`config.mk`:
```
export PLATFORM = sky130hd
export DESIGN_NAME = dma_controller
export DESIGN_NICKNAME = d
export VERILOG_FILES = /design/src/rtl/dma_controller.sv
export SDC_FILE = /design/constraint.sdc
export NUM_CORES = 1
export LEC_CHECK = 0
export ABC_AREA = 0
export ABC_CLOCK_PERIOD_IN_PS = 2500
export CAP_MARGIN = 10
export CORE_MARGIN = 2
export CORE_UTILIZATION = 36
export DETAILED_ROUTE_END_ITERATION = 7
export GPL_TIMING_DRIVEN = 0
export PLACE_DENSITY = 0.74
export RECOVER_POWER = 100
export SKIP_LAST_GASP = 1
export SYNTH_ARGS = -nofsm -noshare
export SYNTH_HDL_FRONTEND = slang
export SYNTH_SLANG_ARGS = --single-unit
export TNS_END_PERCENT = 50
```
`constraint.sdc`:
```
create_clock -name CLK -period 2.5 [get_ports CLK]
set_input_delay 0.5 -clock CLK [delete_from_list [all_inputs] [get_ports CLK]]
set_output_delay 0.5 -clock CLK [all_outputs]
set_load 0.1 [all_outputs]
```
`src/rtl/dma_controller.sv`:
```
// Fly-by DMA controller: moves words between a disk and DRAM without touching the
// data bus, arbitrating for the bus with HOLD/HLDA and pacing each word on DREQ.
module dma_controller #(
  parameter int ADDR_W = 10,
  parameter int CNT_W  = 11
) (
  input  logic              CLK,
  input  logic              RST,
  input  logic              cfg_we,
  input  logic [1:0]        cfg_sel,
  input  logic [31:0]       cfg_wdata,
  output logic              HOLD,
  input  logic              HLDA,
  input  logic              DREQ,
  output logic              DACK,
  output logic              IOR,
  output logic              IOW,
  output logic              MEMR,
  output logic              MEMW,
  output logic [ADDR_W-1:0] addressBus_DRAM,
  output logic [ADDR_W-1:0] addressBus_disk,
  output logic              busy,
  output logic              done_irq,
  output logic [CNT_W-1:0]  remaining
);

  typedef enum logic [2:0] {
    S_IDLE,
    S_ARB,
    S_WAIT_DREQ,
    S_STROBE,
    S_DONE
  } state_t;

  state_t              r_state;
  logic [ADDR_W-1:0]   r_dram_addr;
  logic [ADDR_W-1:0]   r_disk_addr;
  logic [CNT_W-1:0]    r_remaining;
  logic                r_dir;
  logic                r_done_irq;

  logic w_ctrl_wr;
  logic w_start;
  logic w_irq_clr;
  logic w_abort;
  logic w_unused;

  assign w_ctrl_wr = cfg_we && (cfg_sel == 2'd3);
  assign w_start   = w_ctrl_wr && cfg_wdata[0];
  assign w_irq_clr = w_ctrl_wr && cfg_wdata[2];
  assign w_abort   = w_ctrl_wr && cfg_wdata[3];
  // Upper write-data bits are don't-care for every register.
  assign w_unused  = ^cfg_wdata;

  // NOTE: all state is updated with non-blocking assignments so every register
  // samples pre-edge values; blocking here would create order-dependent races.
  always_ff @(posedge CLK) begin
    if (RST) begin
      r_state     <= S_IDLE;
      r_dram_addr <= '0;
      r_disk_addr <= '0;
      r_remaining <= '0;
      r_dir       <= 1'b0;
      r_done_irq  <= 1'b0;
    end else begin
      // A later set in DONE overrides this clear within the same edge.
      if (w_irq_clr) r_done_irq <= 1'b0;

      if (r_state == S_IDLE) begin
        if (cfg_we) begin
          case (cfg_sel)
            2'd0:    r_dram_addr <= cfg_wdata[ADDR_W-1:0];
            2'd1:    r_disk_addr <= cfg_wdata[ADDR_W-1:0];
            2'd2:    r_remaining <= cfg_wdata[CNT_W-1:0];
            default: begin
              if (w_start && !w_abort) begin
                r_dir   <= cfg_wdata[1];
                r_state <= (r_remaining != '0) ? S_ARB : S_DONE;
              end
            end
          endcase
        end
      end else if (w_abort) begin
        // Abort freezes addresses and count where they are.
        r_state <= S_IDLE;
      end else begin
        case (r_state)
          S_ARB: begin
            if (HLDA) r_state <= S_WAIT_DREQ;
          end
          S_WAIT_DREQ: begin
            if (!HLDA)     r_state <= S_ARB;
            else if (DREQ) r_state <= S_STROBE;
          end
          S_STROBE: begin
            r_dram_addr <= r_dram_addr + ADDR_W'(1);
            r_disk_addr <= r_disk_addr + ADDR_W'(1);
            r_remaining <= r_remaining - CNT_W'(1);
            r_state     <= (r_remaining == CNT_W'(1)) ? S_DONE : S_WAIT_DREQ;
          end
          S_DONE: begin
            r_done_irq <= 1'b1;
            r_state    <= S_IDLE;
          end
          default: r_state <= S_IDLE;
        endcase
      end
    end
  end

  // Moore decode: every output depends on registered state only.
  assign HOLD            = (r_state == S_ARB) || (r_state == S_WAIT_DREQ) || (r_state == S_STROBE);
  assign DACK            = (r_state == S_WAIT_DREQ) || (r_state == S_STROBE);
  assign IOR             = (r_state == S_STROBE) && !r_dir;
  assign MEMW            = (r_state == S_STROBE) && !r_dir;
  assign MEMR            = (r_state == S_STROBE) &&  r_dir;
  assign IOW             = (r_state == S_STROBE) &&  r_dir;
  assign busy            = (r_state != S_IDLE);
  assign done_irq        = r_done_irq;
  assign remaining       = r_remaining;
  assign addressBus_DRAM = r_dram_addr;
  assign addressBus_disk = r_disk_addr;

endmodule

```
==> reports/qor.log <==
[detailed_routing] total number of vias 2740
[timing] Highest Clock Rate 0.381 GHz
[setup_path] start-to-end type of the worst setup path reg -> out
[timing] final worst path period share 1.05
[grt] number of antenna violations at the first check in global routing 0
[grt] wire length of the first global-routing pass 12400 um
[detailed_routing] DRC violation count after routing 0
[layout] share of layout cells above drive strength 1 0.0941
[cts] cts bufs inserted 5
[timing] final hold vios 0
[yosys] Syn Area/Cell 7.55 um2
[yosys] Synth warnings 0
[timing] sum of negative setup slack -0.236 ns
[die] number of placed I/O pins 78
[outcome] failing checks negative setup slack
[pwr] power density over the cells 1060 nW/um2
[yosys] library cell with the largest summed area after synthesis sky130_fd_sc_hd__dfxtp_1
[die] full die area 7210 um2
[setup_path] Setup crit end kind primary output
[yosys] synthesized instance count 312
[yosys] post-synthesis instance area 2360 um2
[yosys] number of enable flip-flop cells after synthesis 0
[cts] clock tree from TritonCTS built
[yosys] FF+latch count, synth 36
[yosys] post-synthesis net count 356
[cts] H-tree level count 2
[yosys] proportion of netlist area held by the largest area contributor 0.306
[timing] RSZ-0062 raised after global routing yes
[setup_path] worst endpoint data arrival time 2.13 ns
[layout] signed area change from the synthesized netlist to the final layout 30.8%
[cts] total of hold buffers inserted after clock tree synthesis 0
[timing] Max Slew Vio Count 0
[timing] maximum clock skew at final layout 0.00917 ns
[yosys] largest cells by area after synthesis sky130_fd_sc_hd__dfxtp_1 31%, sky130_fd_sc_hd__o21ai_0 7.0%, sky130_fd_sc_hd__a21oi_1 5.7%
[yosys] area share of xor/xnor cells in the synthesized design 0
[placement] cell total after placement 441
[layout] fillcell total 618
[grt] GRT Util Overall 0.215
[die] height of the die 84.9 um
[layout] number of antenna cells inserted 0
[layout] Final nets 415
[setup_path] worst setup slack for register-to-register paths 0.26 ns
[detailed_routing] sum of routed wire length over all layers 7820 um
[cts] number of clock sinks seen by CTS 36
[grt] total grt overflow 0
[timing] Final setup viols 2
[setup_path] cell class contributing the biggest share of worst-path delay buffers and inverters
[die] CORE AREA 6350 um2
[die] Initial Util 0.371
[detailed_routing] Routed WL per cell 17.4 um
[setup_path] number of buffers and inverters on the critical path 3
[setup_path] largest driver fanout on the critical path 10
[yosys] post-synthesis sequential area ratio 0.306
[yosys] number of different library cells in the post-synthesis netlist 54
[worst_hold_path] Endpoint, Worst Hold r_state[2]
[layout] non-filler cells, final 449
[placement] number of I/O port buffers 52
[timing] clock period minus final worst setup slack 2.63 ns
[placement] half-perimeter wire length after detailed placement 5670 um
[timing] crit path setup slack, layout -0.125 ns
[timing] worst max-slew margin expressed relative to the limit 0.341
[setup_path] endpoint required time on the critical path 2.00 ns
[detailed_routing] detailed router's first-iteration violation count 323
[die] die width 84.9 um
[worst_hold_path] worst min-delay path class in -> reg
[outcome] status finished with violations
[grt] pin count of the biggest net entering global routing 13
[worst_hold_path] number of cells on the worst hold path 2
[setup_path] reg-to-reg endpoint r_state[2]
[setup_path] highest-delay cell along the critical path sky130_fd_sc_hd__clkdlybuf4s18_2
[yosys] Top FF cell, synth sky130_fd_sc_hd__dfxtp_1
[setup_path] worst reg2reg startpoint remaining[4]
[setup_path] highest cell delay on the worst timing path 0.63 ns
[yosys] share of synthesized registers carrying an async set or reset 0
[yosys] fraction of synthesized area in multiplexers 0.00478
[yosys] Synth Area in Simple Gates 0.289
[run] Max Cap Viol 0
[setup_path] cell depth of the worst flop-to-flop path 5
[yosys] Synth Area in Compound Gates 0.307
[worst_hold_path] worst min-delay path startpoint RST
[cts] clock network latency to the later pin of the worst-skew pair 0.30 ns
[placement] gpl congestion 0.896
[cts] worst-case clock buffer depth 2
[setup_path] Startpoint Class register
[detailed_routing] vias per inst 6.10
[yosys] adder-cell area share of the yosys netlist 0.0266
[detailed_routing] DR pass1 iterations 6
[pwr] Pleak 0.00110 uW
[die] number of core rows 29
[pwr] sum of internal, switching and leakage power 3270 uW
[yosys] main combinational cell family by area after synthesis compound AO/OA/AOI/OAI gates
[detailed_routing] post-route antenna net violation count 0
[setup_path] critical path cell sequence nor3_1 > inv_2 > clkbuf_1 > clkdlybuf4s18_2
[cts] root cell of the clock tree sky130_fd_sc_hd__clkbuf_8
[cts] Reg clk slew, reported paths 0.08 ns
[pwr] peak ir drop on the vdd network 0.621 mV
[grt] number of global-route vias before repair 2525
[timing] measured slew at the worst slew-check pin 0.985 ns
## worst register-to-register path: stages (launching register included)
cell                      delay [ns]
sky130_fd_sc_hd__dfxtp_1        0.37
sky130_fd_sc_hd__or3_1          0.43
sky130_fd_sc_hd__or4_1          0.50
sky130_fd_sc_hd__nor4_2         0.43
sky130_fd_sc_hd__a41oi_1        0.22
sky130_fd_sc_hd__nor4b_2        0.22
## registers in the layout, summed over array words and instances (netlist names)
register / count
r_state: 3
addressBus_disk: 10
addressBus_DRAM: 10
done_irq: 1
r_dir: 1
remaining: 11
## cells in the mapped netlist (3+ instances only)
| cell | number |
|---|---|
| sky130_fd_sc_hd__buf_4 | 6 |
| sky130_fd_sc_hd__nand2_1 | 35 |
| sky130_fd_sc_hd__a211oi_1 | 5 |
| sky130_fd_sc_hd__nor3_1 | 12 |
| sky130_fd_sc_hd__o31a_1 | 3 |
| sky130_fd_sc_hd__nor3b_1 | 4 |
| sky130_fd_sc_hd__and2_1 | 11 |
| sky130_fd_sc_hd__a31oi_1 | 8 |
| sky130_fd_sc_hd__a21oi_1 | 27 |
| sky130_fd_sc_hd__o21ai_0 | 33 |
| sky130_fd_sc_hd__a22oi_1 | 3 |
| sky130_fd_sc_hd__nand4_1 | 5 |
| sky130_fd_sc_hd__clkbuf_1 | 13 |
| sky130_fd_sc_hd__nand3_1 | 13 |
| sky130_fd_sc_hd__dfxtp_1 | 36 |
| sky130_fd_sc_hd__and3_1 | 5 |
| sky130_fd_sc_hd__ha_1 | 5 |
| sky130_fd_sc_hd__or4_1 | 3 |
| sky130_fd_sc_hd__inv_1 | 6 |
| sky130_fd_sc_hd__o31ai_1 | 5 |
| sky130_fd_sc_hd__nor2_1 | 19 |
| sky130_fd_sc_hd__o22ai_1 | 4 |
| sky130_fd_sc_hd__o21a_1 | 3 |
| sky130_fd_sc_hd__a311oi_1 | 6 |
| sky130_fd_sc_hd__nand3b_1 | 3 |
## final cells by class
type,count,area (um2),share of cell area
Multi-Input combinational cell,245,1480,0.479
Sequential cell,36,721,0.234
Timing Repair Buffer,52,518,0.168
Buffer,23,128,0.0414
Tap cell,77,96.3,0.0313
Clock buffer,5,68.8,0.0223
Clock inverter,3,42.5,0.0138
Inverter,8,30.0,0.00974
## stage by stage
| stage | hold WS [ns] | area [um2] | setup WS, ns | utilization |
|---|---|---|---|---|
| finish | 0.457 | 3080 | -0.125 | 0.485 |
| global route | 0.463 | 3080 | -0.169 | 0.485 |
| CTS | 0.458 | 3110 | -0.132 | 0.490 |
| detailed placement | 0.491 | 3000 | -0.355 | 0.473 |
| global placement | 0.487 | 3000 | -0.356 | 0.473 |
| floorplan | 0.478 | 2380 | -0.0303 | - |
## placed cells by master (no fill, tap or decap), types with 5 or more instances in the layout
master	netlist	layout
sky130_fd_sc_hd__a311oi_1	6	6
sky130_fd_sc_hd__a31oi_1	8	8
sky130_fd_sc_hd__o31ai_1	5	5
sky130_fd_sc_hd__inv_1	6	6
sky130_fd_sc_hd__a211oi_1	5	5
sky130_fd_sc_hd__nand3_1	13	13
sky130_fd_sc_hd__nand4_1	5	5
sky130_fd_sc_hd__ha_1	5	5
sky130_fd_sc_hd__nor3_1	12	12
sky130_fd_sc_hd__nor2_1	19	18
sky130_fd_sc_hd__nand2_1	35	35
sky130_fd_sc_hd__clkdlybuf4s50_1	0	28
sky130_fd_sc_hd__and2_1	11	11
sky130_fd_sc_hd__clkbuf_8	0	5
sky130_fd_sc_hd__clkbuf_1	13	15
sky130_fd_sc_hd__o21ai_0	33	33
sky130_fd_sc_hd__dfxtp_1	36	36
sky130_fd_sc_hd__dlygate4sd3_1	0	17
sky130_fd_sc_hd__a21oi_1	27	27
## repair_timing
item / CTS / global route
hold endpoints to repair: 0 / 0
buffers inserted: 0 / 0
endpoints found under the setup margin: 7 / 6
gates resized for setup: 12 / 4
## power by group
group	internal [uW]	switching, uW	leakage [uW]
Clock	295	235	0.0000541
Sequential	659	96.5	0.000292
Combinational	505	1480	0.000755
## layer usage
metal | GRT usage | vias to the layer above | routed length, um
li1 | - | 1289 | -
met1 | 0.285 | 1253 | 3300
met2 | 0.334 | 172 | 3490
met3 | 0.0516 | 26 | 746
met4 | 0.0952 | 0 | 281
met5 | 0 | - | 0
## logic make-up (layout without fill, tap and decap cells)
group / Yosys count / after routing
AND/OR/NAND/NOR: 125 / 125
AO/OA/AOI/OAI: 114 / 114
flip-flops: 36 / 36
buffers and inverters: 31 / 91
adder cells (fa/ha/maj): 5 / 5
multiplexers: 1 / 1
## how the worst max path moves through the flow
stage | end | slack [ns] | cells past startpoint | start
final | busy | -0.13 | 4 | r_state[0]
after global routing | busy | -0.17 | 4 | r_state[2]
after CTS | DACK | -0.13 | 3 | r_state[1]
after detailed placement | busy | -0.36 | 4 | r_state[0]
after global placement | busy | -0.36 | 4 | r_state[2]
after floorplan | MEMR | -0.03 | 4 | r_state[1]
Power figures use the tool's default switching activity.
